<file path="src/rtl/stage_mem_redirect_pkg.sv">
// ---------------------------------------------------------------------------
// stage_mem_redirect_pkg
// Shared definitions for the EX/MEM register and branch/jump resolution block.
//   - Control-bit indices inside the registered control field. These indices
//     do not depend on the opcode.
//   - Default width of the redirect counter.
//   - Bubble value for the control field. It clears Valid/Branch/Bne/Jump.
//   - The packed EX/MEM record and a word-alignment helper for targets.
// ---------------------------------------------------------------------------
package stage_mem_redirect_pkg;

    localparam int CTL_VALID  = 0;
    localparam int CTL_BRANCH = 1;
    localparam int CTL_BNE    = 2;
    localparam int CTL_JUMP   = 3;
    localparam int CTL_W      = 4;

    localparam int CNT_W_DEFAULT = 16;

    localparam logic [CTL_W-1:0] CTL_BUBBLE = '0;

    typedef struct packed {
        logic [CTL_W-1:0] ctl;
        logic             zero;
        logic [31:0]      pc;
        logic [31:0]      btarg;
        logic [31:0]      jtarg;
    } ex_mem_t;

    // Redirect targets are always word addresses, so the low two bits are cleared.
    function automatic logic [31:0] word_align(input logic [31:0] addr);
        return addr & 32'hFFFF_FFFC;
    endfunction

endpackage

</file>
<file path="src/rtl/stage_mem_redirect_ex_mem_reg.sv">
// ---------------------------------------------------------------------------
// stage_mem_redirect_ex_mem_reg
// The EX/MEM pipeline register. It can be cleared to a bubble and it can hold.
//   clk      in   rising-edge clock
//   rst      in   asynchronous active-high reset; clears every field
//   kill     in   load a bubble into the control field; other fields unchanged
//   hold     in   keep the current contents (ignored while kill is high)
//   ex_in    in   fields presented by the EX stage
//   mem_out  out  registered fields seen by the MEM stage
// ---------------------------------------------------------------------------
module stage_mem_redirect_ex_mem_reg
    import stage_mem_redirect_pkg::*;
(
    input  logic    clk,
    input  logic    rst,
    input  logic    kill,
    input  logic    hold,
    input  ex_mem_t ex_in,
    output ex_mem_t mem_out
);

    ex_mem_t mem_d;
    ex_mem_t mem_q;

    // Kill beats hold. A redirect must squash the wrong-path slot even while the
    // hazard unit is stalling. Otherwise the redirect would fire again next cycle.
    always_comb begin
        mem_d = mem_q;
        if (kill) begin
            mem_d.ctl = CTL_BUBBLE;
        end else if (!hold) begin
            mem_d = ex_in;
        end
    end

    always_ff @(posedge clk or posedge rst) begin
        if (rst) begin
            mem_q <= '0;
        end else begin
            mem_q <= mem_d;
        end
    end

    assign mem_out = mem_q;

endmodule

</file>
<file path="src/rtl/stage_mem_redirect.sv">
// ---------------------------------------------------------------------------
// stage_mem_redirect
// This block holds the EX/MEM pipeline register and resolves branches and jumps
// for the 5-stage CPU.
//   Clk, Rst                      clock; asynchronous active-high reset
//   Stall                         hold EX/MEM contents
//   EX_Valid/Branch/Bne/Jump      control bits of the EX instruction
//   EX_Zero, EX_PC                ALU zero flag and PC of the EX instruction
//   EX_Btarg, EX_Jtarg            branch and jump targets
//   MEM_Valid, MEM_PC             registered instruction status and PC
//   MEM_PCSrc, MEM_Btarg_or_Jtarg fetch redirect request and word-aligned target
//   Flush_IFID, Flush_IDEX        squash the two younger pipeline slots
//   Redirect_Count                saturating count of redirect cycles
// ---------------------------------------------------------------------------
module stage_mem_redirect
    import stage_mem_redirect_pkg::*;
#(
    parameter int CNT_W = CNT_W_DEFAULT
) (
    input  logic             Clk,
    input  logic             Rst,
    input  logic             Stall,
    input  logic             EX_Valid,
    input  logic             EX_Branch,
    input  logic             EX_Bne,
    input  logic             EX_Jump,
    input  logic             EX_Zero,
    input  logic [31:0]      EX_PC,
    input  logic [31:0]      EX_Btarg,
    input  logic [31:0]      EX_Jtarg,
    output logic             MEM_Valid,
    output logic [31:0]      MEM_PC,
    output logic             MEM_PCSrc,
    output logic [31:0]      MEM_Btarg_or_Jtarg,
    output logic             Flush_IFID,
    output logic             Flush_IDEX,
    output logic [CNT_W-1:0] Redirect_Count
);

    localparam logic [CNT_W-1:0] CNT_MAX = {CNT_W{1'b1}};
    localparam logic [CNT_W-1:0] CNT_ONE = {{(CNT_W-1){1'b0}}, 1'b1};

    ex_mem_t          ex_in;
    ex_mem_t          mem_s;
    logic             take;
    logic [31:0]      target;
    logic [CNT_W-1:0] cnt_d;
    logic [CNT_W-1:0] cnt_q;

    // Pack the EX-side signals into the register record.
    always_comb begin
        ex_in                 = '0;
        ex_in.ctl[CTL_VALID]  = EX_Valid;
        ex_in.ctl[CTL_BRANCH] = EX_Branch;
        ex_in.ctl[CTL_BNE]    = EX_Bne;
        ex_in.ctl[CTL_JUMP]   = EX_Jump;
        ex_in.zero            = EX_Zero;
        ex_in.pc              = EX_PC;
        ex_in.btarg           = EX_Btarg;
        ex_in.jtarg           = EX_Jtarg;
    end

    // A taken redirect kills its own successor slot. This is why MEM_PCSrc lasts
    // only one cycle.
    stage_mem_redirect_ex_mem_reg u_ex_mem_reg (
        .clk     (Clk),
        .rst     (Rst),
        .kill    (take),
        .hold    (Stall),
        .ex_in   (ex_in),
        .mem_out (mem_s)
    );

    // Resolution uses only registered state. A bubble never redirects, even if
    // it still carries stale control bits. Jump takes precedence for the target.
    always_comb begin
        take = mem_s.ctl[CTL_VALID] &
               (mem_s.ctl[CTL_JUMP] |
                (mem_s.ctl[CTL_BRANCH] & mem_s.zero) |
                (mem_s.ctl[CTL_BNE] & ~mem_s.zero));
        target = mem_s.ctl[CTL_JUMP] ? mem_s.jtarg : mem_s.btarg;
    end

    // The redirect counter sticks at all-ones. Only reset clears it.
    always_comb begin
        cnt_d = cnt_q;
        if (take && (cnt_q != CNT_MAX)) begin
            cnt_d = cnt_q + CNT_ONE;
        end
    end

    always_ff @(posedge Clk or posedge Rst) begin
        if (Rst) begin
            cnt_q <= '0;
        end else begin
            cnt_q <= cnt_d;
        end
    end

    assign MEM_Valid          = mem_s.ctl[CTL_VALID];
    assign MEM_PC             = mem_s.pc;
    assign MEM_PCSrc          = take;
    assign MEM_Btarg_or_Jtarg = word_align(target);
    assign Flush_IFID         = take;
    assign Flush_IDEX         = take;
    assign Redirect_Count     = cnt_q;

endmodule

</file>
<file path="config.mk">
export PLATFORM = sky130hd
export DESIGN_NAME = stage_mem_redirect
export DESIGN_NICKNAME = d
export VERILOG_FILES = /design/src/rtl/stage_mem_redirect_pkg.sv /design/src/rtl/stage_mem_redirect_ex_mem_reg.sv /design/src/rtl/stage_mem_redirect.sv
export SDC_FILE = /design/constraint.sdc
export NUM_CORES = 1
export LEC_CHECK = 0
export CORE_ASPECT_RATIO = 1.5
export CORE_UTILIZATION = 45
export DETAILED_ROUTE_END_ITERATION = 8
export PLACE_DENSITY = 0.81
export REMOVE_ABC_BUFFERS = 1
export SLEW_MARGIN = 30
export SYNTH_ARGS = -nofsm -noshare
export SYNTH_HDL_FRONTEND = slang
export SYNTH_SLANG_ARGS = --single-unit
</file>
<file path="constraint.sdc">
create_clock -name Clk -period 4.9 [get_ports Clk]
set_input_delay 0.98 -clock Clk [delete_from_list [all_inputs] [get_ports Clk]]
set_output_delay 0.98 -clock Clk [all_outputs]
set_load 0.01 [all_outputs]
</file>
# After elaboration in Yosys (flattened, before gate mapping)
# Cells that the tools add are included.
[classes]
n_addsub = 1
n_eq_ne = 2
muxes = 3
n_bitwise = 8
n_reduce_logical = 2
[op_table]
columns = ["cell", "count"]
rows = [
  ["101-bit 2-to-1 mux", 1],
  ["32-bit 2-to-1 mux", 1],
  ["16-bit by 1-bit adder with 16-bit output, second input constant", 1],
  ["16-bit inequality test, second input constant", 1],
  ["4-bit 2-to-1 mux", 1],
  ["1-bit bitwise AND", 3],
  ["1-bit NOT", 3],
  ["2-bit by 1-bit inequality test with 1-bit output, second input constant", 1],
  ["1-bit OR", 2],
  ["2-bit AND reduction", 1],
  ["1-bit logical AND", 1],
]
[totals]
reg_bits = 117
in_bits = 104

# Longest topological paths before layout
[depth]
word_depth = 6
ltp_mapped = 7
mapped_depth_nobuf = 5

# By module
# A second synthesis with hierarchy kept.
[hier_totals]
hier_cells = 335
area_unflattened_um2 = 5126.2
[by_module_without_submodules]
columns = ["module", "instances", "cells_each", "area_per_inst_um2", "seq_area_each_um2"]
rows = [
  ["stage_mem_redirect_ex_mem_reg", 1, 219, 3885.0, 2527.4],
  ["stage_mem_redirect", 1, 116, 1241.2, 400.4],
]

# Worst setup path before layout
# Ideal clock, no wire load.
[synth_path]
kind = "register to output"
startpoint = "register u_ex_mem_reg.mem_q, in the netlist u_ex_mem_reg.mem_out[100]"
endpoint = "output MEM_Btarg_or_Jtarg[10]"
arrival_time_ps = 1172
t_required_ps = 3920
slack_ps = 2748
path_stages_with_launch = 3
path_cell_list = "dfrtp_1 clkbuf_1 mux2_2"
[synth_via]
elab_chain_cells = 1
[synth_lines]
columns = ["element", "line", "source"]
rows = [
  ["start: declaration", "stage_mem_redirect_ex_mem_reg.sv:23", "ex_mem_t mem_q;"],
  ["start signal: assignment", "stage_mem_redirect_ex_mem_reg.sv:40", "mem_q <= mem_d;"],
  ["32-bit 2-to-1 mux", "stage_mem_redirect.sv:81", "target = mem_s.ctl[CTL_JUMP] ? mem_s.jtarg : mem_s.btarg;"],
  ["end: declaration", "stage_mem_redirect.sv:34", "output logic [31:0] MEM_Btarg_or_Jtarg,"],
]
# No other way between the ends.

# Worst setup path in the final report
[layout_path]
startpoint = "register u_ex_mem_reg.mem_q, in the netlist u_ex_mem_reg.mem_out[100]"
endpoint = "output MEM_Btarg_or_Jtarg[18]"
# The elaborated chain is that of the path after synthesis.

==> metrics.md <==
| Metric | Value |
|---|---|
| Result of the run | completed |
| Cell type with the highest aggregate area in the netlist | sky130_fd_sc_hd__dfrtp_1 |
| Clock tree from TritonCTS | done |
| Cells along the critical path | buf_4 > mux2_2 > clkdlybuf4s50_1 |
| Gp weighted congestion | 0.794 |
| Total half-perimeter wirelength after legalization and detailed placement | about 8000 µm |
| Static Leakage | ~3.1 nW |
| Cell Int Power | between 2 and 3 mW |
| Average wire length per cell after detail routing | roughly 17 µm |
| CP startpoint kind | flip-flop |
| Met1 routing resource usage after global routing | 0.196 |
| Max IR drop VDD | between 0.3 and 0.4 mV |
| Rows | 47 |
| Via Count | between 3,000 and 4,000 |
| Count of pins on the block boundary | about 190 |
| Synth unique cells | 31 |
| Mapped cell area | just over 5000 µm² |
| Period utilisation layout | 0.727 |
| Minimum clock period | 3.56 ns |
| Yosys warnings | 0 |
| Post-CTS Resized | 0 |
| Number of inserted filler cells in the final layout | slightly below 800 |
| Vertical die dimension | ~130 µm |
| Portion of the post-synthesis area used by sequential elements | 0.547 |
| Relative contribution of sequential cells to total power | 0.367 |
| Transition time at the pin with the least slew margin | between 0.8 and 0.9 ns |
| Met3 Resource Use GR | 0.0762 |
| Starting utilization of the core area | 0.465 |
| Wire length of the first global-routing pass | 17,500 µm |
| Count of input and output buffers | between 150 and 200 |
| Setup slack of the critical path after layout | approximately 1.3 ns |
| Startpoint of the worst-slack reg-to-reg timing path | u_ex_mem_reg.mem_out[100] |
| First-pass DRT Iterations | 4 |
| Latest clock arrival within the worst-skew pair | around 0.40 ns |
| Switching share of total power | 0.279 |
| PnR Total Power | 3.70 mW |
| Floorplan die area | roughly 12,000 µm² |
| Highest clock frequency the design can meet | between 200 and 300 MHz |
| Worst max-slew margin expressed relative to the limit | 0.448 |
| Unrepaired setup endpoints after global routing | false |
| Met2 GRT Util | 0.349 |
| Area taken by multi-input logic gates | 1910 µm² |
| Routed vias/inst | 5.01 |
| Type of the setup path with the least slack | reg2out |
| Kind of end point of the critical path | primary output |
| Synthesized area per cell | between 10 and 15 µm² |
| RR Endpoint | u_ex_mem_reg.mem_out[77] |
| Count of cells along the worst hold path | 1 |
| Total Wirelength | approximately 11,000 µm |
| Net switching power figure | about 1.0 mW |
| Number of sinks driven by the clock tree | roughly 110 |
| Setup skew after layout | roughly 0.01 ns |
| Reg2Reg Setup Slack | 2.28 ns |
| Number of buffers added for setup after CTS | 0 |
| Endpoint with the worst hold slack | u_ex_mem_reg.mem_out[31] |
| Cts bufs inserted | 17 |
| Top cells by area, synth | sky130_fd_sc_hd__dfrtp_1 55%, sky130_fd_sc_hd__mux2_1 15%, sky130_fd_sc_hd__mux2_2 12% |
| Critical path required time | slightly below 4 ns |
| Mapped Cells | about 360 |
| Worst min-delay path class | reg2reg |
| Final Hold Violating Endpoints | 0 |
| Number of storage elements in the synthesis netlist | around 110 |
| Largest net degree at the start of global routing | 90 |
| Power density over the cells | between 500 and 600 nW/µm² |
| Initial antenna violation count | 0 |
| Fin Setup TNS | 0 ns |
| Post-DP Area | 6780 µm² |
| Maximum root-to-sink buffer count | 2 |
| DRC | 0 |
| Most used cells in the layout excluding fill and tap cells | 181 x sky130_fd_sc_hd__clkdlybuf4s50_1, 113 x sky130_fd_sc_hd__dfrtp_1, 70 x sky130_fd_sc_hd__mux2_1, 55 x sky130_fd_sc_hd__mux2_2, 17 x sky130_fd_sc_hd__clkbuf_16 |
| Total area of sequential cells | ~2800 µm² |
| Antenna diode instance count | 0 |
| Clock root cell | sky130_fd_sc_hd__clkbuf_16 |
| Setup WS pre-CTS | around 1.7 ns |
| Final setup vio count | 0 |
| Data arrival time at the worst-slack endpoint | roughly 2.6 ns |
| Global-route layer with the greatest usage | met2 |
| Library cell contributing the largest single delay on the critical path | sky130_fd_sc_hd__dfrtp_1 |
| Part of the power in the clock network | 0.308 |
| Post-route cell area | between 7000 and 8000 µm² |
| Number of cells on the worst reg-to-reg path | 5 |
| Core footprint | 11,100 µm² |
| Stage delay of the slowest cell on the critical path | about 0.88 ns |
| Hold_sp | u_ex_mem_reg.mem_out[31] |
| Starting DRC count in detailed routing | 66 |
| Post-cts hold buffer count | 0 |
| Most common cell after layout, fill and taps aside | sky130_fd_sc_hd__clkdlybuf4s50_1 |
| Max-slew violations | 0 |
| Remaining antenna violation count | 0 |
| Global Route Usage Sum | 0.197 |
| Area growth from synthesis to layout | 41.9% |
| Logic gate share of total power | 0.325 |
| Reg clk slew, reported paths | about 0.05 ns |
| Overflow left after global routing | 0 |
| Horizontal die dimension | a little under 90 µm |
| Via count of the first global-routing pass | about 3,700 |
| Area share of the leading cell type in the synthesized netlist | 0.547 |
| Final nets | ~620 |
| Critical Path Fanout Max | 17 |
| Reported max-cap violation count | 0 |
| Max H-tree Level | 4 |
| Fraction of layout instances using a drive strength above 1 | 0.187 |
metal layers:
metal	vias to the layer above	wire, µm	part of all wire
met5	-	0	0
met4	0	327	0.029
met3	22	673	0.061
met2	122	6100	0.55
met1	1677	3990	0.36
li1	1535	-	-
power by group through the flow:
stage	clock network (mW)	logic, mW	registers [mW]
final	1.14	1.20	1.36
after global routing	1.20	1.28	1.40
after CTS	1.16	1.22	1.36
after detailed placement	0	1.21	1.38
after global placement	0	1.18	1.35
after floorplan	0	0.531	1.39
final cells by class:
type	instances	share of cell area
sequential	113	0.386
multi-input combinational	192	0.261
timing repair buffer	185	0.251
clock buffer	21	0.0641
tap	147	0.0251
clock inverter	10	0.0118
inverter	2	0.00171
sequential cells by signal (all words and copies together), names as in the netlist:
signal and count:
Redirect_Count 16, u_ex_mem_reg.mem_out 97
synthesized netlist by cell type:
master and number:
sky130_fd_sc_hd__nand4_4 1, sky130_fd_sc_hd__xor2_1 14, sky130_fd_sc_hd__nand4_1 7, sky130_fd_sc_hd__ha_1 1, sky130_fd_sc_hd__nor3b_1 1, sky130_fd_sc_hd__clkbuf_1 5
sky130_fd_sc_hd__nor4_1 5, sky130_fd_sc_hd__buf_4 38, sky130_fd_sc_hd__dfrtp_1 113, sky130_fd_sc_hd__mux2i_1 4, sky130_fd_sc_hd__a2111oi_0 3, sky130_fd_sc_hd__buf_8 8
sky130_fd_sc_hd__mux2_4 1, sky130_fd_sc_hd__o21ai_4 1, sky130_fd_sc_hd__nand3_1 3, sky130_fd_sc_hd__inv_2 1, sky130_fd_sc_hd__nor4_4 1, sky130_fd_sc_hd__mux2_1 70
sky130_fd_sc_hd__and3_1 1, sky130_fd_sc_hd__and3_2 1, sky130_fd_sc_hd__nor2_1 6, sky130_fd_sc_hd__inv_1 1, sky130_fd_sc_hd__nor2_4 1, sky130_fd_sc_hd__and4_1 1
sky130_fd_sc_hd__nand2_1 5, sky130_fd_sc_hd__mux2_2 55, sky130_fd_sc_hd__and2_1 1, sky130_fd_sc_hd__and4_2 1, sky130_fd_sc_hd__conb_1 1, sky130_fd_sc_hd__nor3_1 5
sky130_fd_sc_hd__a211oi_1 1
worst max-delay path: cells and delay by family (launching register included):
family | cells | cell delay [ns]
buffers and inverters | 2 | 0.91
DFF | 1 | 0.88
muxes | 1 | 0.38
worst max path at each step:
| stage | startpoint | end | slack [ns] | depth (start not counted) |
|---|---|---|---|---|
| final | u_ex_mem_reg.mem_out[100] | MEM_Btarg_or_Jtarg[18] | 1.34 | 3 |
| after global routing | u_ex_mem_reg.mem_out[100] | MEM_Btarg_or_Jtarg[18] | 1.20 | 3 |
| after CTS | u_ex_mem_reg.mem_out[100] | MEM_Btarg_or_Jtarg[31] | 1.25 | 3 |
| after detailed placement | u_ex_mem_reg.mem_out[100] | MEM_Btarg_or_Jtarg[31] | 1.70 | 3 |
| after global placement | u_ex_mem_reg.mem_out[100] | MEM_Btarg_or_Jtarg[16] | 1.73 | 3 |
| after floorplan | Rst | Redirect_Count[0] | 0.93 | 1 |
per-stage QoR:
stage                     hold slack, ns   util  cells
after floorplan                    0.452      -    307
after global placement             0.462  0.610    639
after detailed placement           0.471  0.610    639
after CTS                          0.483  0.660    670
after global routing               0.494  0.660    670
final                              0.479  0.660    670
kinds of logic (layout without fill, tap and decap cells):
group | Yosys count | after routing | share of synthesized area
other cells | 1 | 2 | 0.000726
compound gates | 5 | 5 | 0.00969
mux | 130 | 130 | 0.283
fa+ha+maj | 1 | 1 | 0.00242
buf+inv | 53 | 218 | 0.0835
xor+xnor | 14 | 14 | 0.0237
simple gates | 40 | 40 | 0.0496
flops | 113 | 113 | 0.547
Note: power is estimated with default switching activity, not from simulation.
